--- config.mk ---
export PLATFORM = sky130hd
export DESIGN_NAME = bist_mem_datapath
export DESIGN_NICKNAME = d
export VERILOG_FILES = /design/src/rtl/bist_mem_datapath.sv
export SDC_FILE = /design/constraint.sdc
export NUM_CORES = 1
export LEC_CHECK = 0
export BUFFER_PORTS_ARGS = -buffer_cell sky130_fd_sc_hd__buf_2
export CORE_AREA = 4 4 67 69
export DETAILED_ROUTE_END_ITERATION = 16
export DIE_AREA = 0 0 71 73
export PLACE_DENSITY = 0.89
export SLEW_MARGIN = 30
export SYNTH_ARGS = -nofsm -noshare
export SYNTH_HDL_FRONTEND = slang
export SYNTH_SLANG_ARGS = --single-unit
--- constraint.sdc ---
create_clock -name clk -period 5.4 [get_ports clk]
set_input_delay 1.08 -clock clk [delete_from_list [all_inputs] [get_ports clk]]
set_output_delay 1.08 -clock clk [all_outputs]
set_load 0.02 [all_outputs]
--- src/rtl/bist_mem_datapath.sv ---
// Memory-side datapath for a march-test BIST: address up/down counter, memory under test,
// read-compare with optional read-path stuck-at injection, and first-failure capture.
module bist_mem_datapath #(
    parameter  int AW    = 4,
    parameter  int WIDTH = 8,
    localparam int DEPTH = 1 << AW,
    localparam int BW    = (WIDTH > 1) ? $clog2(WIDTH) : 1
) (
    input  logic             clk,
    input  logic             rst_n,
    input  logic             reset,
    input  logic             preset,
    input  logic             en,
    input  logic             up_down,
    input  logic             read,
    input  logic             write,
    input  logic             data,
    output logic             carry,
    output logic             is_equal,
    output logic [AW-1:0]    addr,
    output logic             err_valid,
    output logic [AW-1:0]    err_addr,
    output logic [WIDTH-1:0] err_data,
    output logic [7:0]       err_count,
    input  logic             inj_en,
    input  logic [AW-1:0]    inj_addr,
    input  logic [BW-1:0]    inj_bit,
    input  logic             inj_val
);

    logic [WIDTH-1:0] mem [DEPTH];

    logic [AW-1:0]    addr_q, addr_d;
    logic             is_equal_q;
    logic             err_valid_q;
    logic [AW-1:0]    err_addr_q;
    logic [WIDTH-1:0] err_data_q;
    logic [7:0]       err_count_q;

    logic [WIDTH-1:0] exp_word;
    logic [WIDTH-1:0] rd_word;
    logic             mismatch;

    assign exp_word = {WIDTH{data}};

    // NOTE: every variable written in always_comb gets a default first so no latch is inferred.
    always_comb begin
        rd_word = mem[addr_q];
        if (inj_en && (addr_q == inj_addr)) begin
            rd_word[inj_bit] = inj_val;
        end
    end

    assign mismatch = read && (rd_word != exp_word);

    always_comb begin
        addr_d = addr_q;
        if (reset) begin
            addr_d = '0;
        end else if (preset) begin
            addr_d = AW'(DEPTH - 1);
        end else if (en) begin
            addr_d = up_down ? addr_q + 1'b1 : addr_q - 1'b1;
        end
    end

    // NOTE: the memory array has no reset; only the write strobe is held off while rst_n is low.
    always_ff @(posedge clk) begin
        if (write && rst_n) begin
            mem[addr_q] <= exp_word;
        end
    end

    // NOTE: sequential state uses non-blocking assignments, so reads on this edge see pre-edge values.
    always_ff @(posedge clk or negedge rst_n) begin
        if (!rst_n) begin
            addr_q      <= '0;
            is_equal_q  <= 1'b1;
            err_valid_q <= 1'b0;
            err_addr_q  <= '0;
            err_data_q  <= '0;
            err_count_q <= '0;
        end else begin
            addr_q <= addr_d;

            if (read) begin
                is_equal_q <= !mismatch;
            end else if (reset) begin
                is_equal_q <= 1'b1;
            end

            // A clear command wins over a mismatch seen on the same edge.
            if (reset) begin
                err_valid_q <= 1'b0;
                err_addr_q  <= '0;
                err_data_q  <= '0;
                err_count_q <= '0;
            end else if (mismatch) begin
                if (err_count_q != 8'hFF) begin
                    err_count_q <= err_count_q + 8'd1;
                end
                if (!err_valid_q) begin
                    err_valid_q <= 1'b1;
                    err_addr_q  <= addr_q;
                    err_data_q  <= rd_word;
                end
            end
        end
    end

    assign carry     = up_down ? (addr_q == AW'(DEPTH - 1)) : (addr_q == '0);
    assign addr      = addr_q;
    assign is_equal  = is_equal_q;
    assign err_valid = err_valid_q;
    assign err_addr  = err_addr_q;
    assign err_data  = err_data_q;
    assign err_count = err_count_q;

endmodule

==> metrics.cfg <==
[route]
first_iter_violations=99
drc=0
viasPerCell=5.54
wl_met3_um=198
routed_wl_mm=4.55
ant_nets=0
routed.top_layer=met4
post_drt_wl_per_cell_um=14.6
met1Wirelength_mm=1.97
met2_length_mm=2.33
dr_total_vias=1722
dr.pass1.iters=4

[placed_design]
hpwl_mm=3.26
gp_congestion=0.877
placed_area_mm2=0.00250
dp_slack_ns=1.82
placed_cells=303
portBuffers=44

[clocking]
tritoncts=done
clk_pin_slew_ns=0.08
cts.sinks=42
cts_setup_buffers=0
clock_path_buffers=2
clkLatencyLatePin_ns=0.29
cts_buffers=5
cts_hold_buf=0
cts-root-buf=clkbuf_8
h-tree-depth=2
ctsResizeCount=0

[setup_path]
crit_required_ns=5.58
worst_path_largest_cell_delay_ns=0.69
slowest_stage=nor3_1
path_max_fanout=8
crit_type=in2reg
path_delay_family=simple AND/OR/NAND/NOR gates
crit_arrival_ns=3.30
startpoint_type=input pin
end_kind=flip-flop
critPathBufInv=1
path_cells=buf_2, xor2_1, nor3_1, nand3_1, a31oi_2, and3_1, mux2_1

[timing]
worst_slack_ns=2.28
rsz0062_at_grt=no
fin_setup_tns_ns=0
tightestPinTransition_ns=0.815
hold_viol=0
fin_skew_ns=0.00739
slew_headroom=0.452
setup_viol=0
timing.fmax_mhz=321
slew_viol_final=0
post-route-period-util=0.577
hold_ws_ns=0.519
min_period_ns=3.12

[status]
status=finished clean

[grt]
grt-ovfl-total=0
grt_pass1_wl_mm=7.70
grt_max_degree=31
antenna_found_initial=0
grt_usage=0.188
grt_pass1_vias=1681

[yosys]
yosysSeqAreaShare=0.500
synth_cells=220
synth_compound_area_frac=0.101
ys_warn_count=0
synth_top_family_by_area=simple AND/OR/NAND/NOR gates
synth.avg_cell_area_um2=10.3
syn-cell-area_mm2=0.00227
synth_flop_cell=dfrtp_1
yosys.area_share.simple=0.216
yosys.area.top_type=dfrtp_1
synth-edff-count=16
synthTopCellsByArea=dfrtp_1, edfxtp_1, nor2_1
async_reset_ff_frac=0.619
synth_cell_types=43
syn-num-nets=242
synthAdderAreaFrac=0.0254
synthMuxAreaShare=0.0883
synth-seq-cells=42
synth_xor_xnor_area_share=0.0348
netlist.area_leader.share=0.276

[hold_path]
hp-class=reg2reg

[finish]
design_area_mm2=0.00260
layout-drive-gt1-share=0.230
nNetsFinal=282
fin_cells=311
n_antenna_cell=0
layout_commonest_cell=buf_2
final_cell_mix=buf_2, nor2_1, dfrtp_1, edfxtp_1, a21oi_1
area_delta_synth_final_pct=14.6

[power_and_ir_drop]
p_leak_nw=1.13
powerDensity_mw_per_mm2=276
vdd_drop_max_mv=0.149

[floorplan]
ios=45
die_y_um=73
die_width_um=71
dieArea_mm2=0.00518
core-area_mm2=0.00391
start_util=0.579
rows=23

[flow_run]
drv_cap=0

==> registers in the layout (all words and copies together), names as in the netlist <==
name,cells
addr,4
err_addr,4
err_count,8
err_data,8
err_valid,1
is_equal,1
mem,16
==> power breakdown <==
| part | internal (mW) | switching [mW] |
|---|---|---|
| clock network | 0.0884 | 0.105 |
| logic | 0.0613 | 0.0916 |
| registers | 0.348 | 0.0218 |
| total | 0.498 | 0.218 |
==> area by class of cell <==
type / count / area (um^2)
Fill cell: 328 / 1320
Sequential cell: 42 / 1130
Multi-Input combinational cell: 160 / 1070
Timing Repair Buffer: 44 / 220
Clock buffer: 5 / 68.8
Tap cell: 50 / 62.6
Inverter: 7 / 26.3
Clock inverter: 3 / 16.3
==> cells in the mapped netlist, types with 2 or more instances <==
cell,count
a211oi_1,7
a21oi_1,15
a22o_1,2
a311oi_1,2
and3_1,5
buf_1,4
buf_2,2
clkbuf_1,4
dfrtp_1,25
edfxtp_1,16
ha_1,3
inv_1,7
mux2_1,2
mux2i_1,8
mux4_1,2
mux4_2,2
nand2_1,7
nand2b_1,4
nand3_1,6
nand4_1,7
nand4b_1,2
nor2_1,43
nor2b_1,7
nor3_1,4
o21ai_0,5
o31ai_1,2
or2_2,2
or3_1,2
or4_1,2
xnor2_1,4
xor2_1,5
==> cells by family (layout without fill, tap and decap cells) <==
group | after synthesis | after routing
DFF | 42 | 42
buffers and inverters | 18 | 59
muxes | 14 | 14
and+or+nand+nor | 97 | 97
adders and majority gates | 4 | 4
AOI/OAI and AO/OA | 36 | 36
xor gates and xnor gates | 9 | 9
==> final timing paths <==
| path | from | endpoint | slack [ns] | cells past startpoint |
|---|---|---|---|---|
| max | inj_addr[2] | err_count[4]$_DFFE_PN0P_ | 2.28 | 7 |
| min | err_addr[1]$_DFFE_PN0P_ | err_addr[1]$_DFFE_PN0P_ | 0.52 | 2 |
| max reg2reg | addr[1]$_DFFE_PN0P_ | err_count[4]$_DFFE_PN0P_ | 2.34 | 6 |
| min reg2reg | err_addr[1]$_DFFE_PN0P_ | err_addr[1]$_DFFE_PN0P_ | 0.52 | 2 |
| max in group asynchronous | rst_n | addr[1]$_DFFE_PN0P_ | 4.16 | 1 |
| min in group asynchronous | rst_n | err_data[7]$_DFFE_PN0P_ | 0.81 | 1 |
==> metrics by stage <==
step | utilization | power, mW
finish | 0.664 | 0.716
global route | 0.664 | 0.757
CTS | 0.661 | 0.720
detailed placement | 0.640 | 0.529
global placement | 0.640 | 0.524
floorplan | - | 0.482
==> per-layer routing <==
layer	GRT usage	vias to the layer above
li1	-	866
met1	0.226	816
met2	0.331	35
met3	0.0496	5
met4	0.0585	0
met5	0	-
==> tightest hold or removal path, delay by kind of cell (launching register included) <==
family	cells	cell delay (ns)
AND/OR/NAND/NOR	1	0.07
multiplexers	1	0.06
flip-flops	1	0.35
Note: power is estimated with default switching activity, not from simulation.
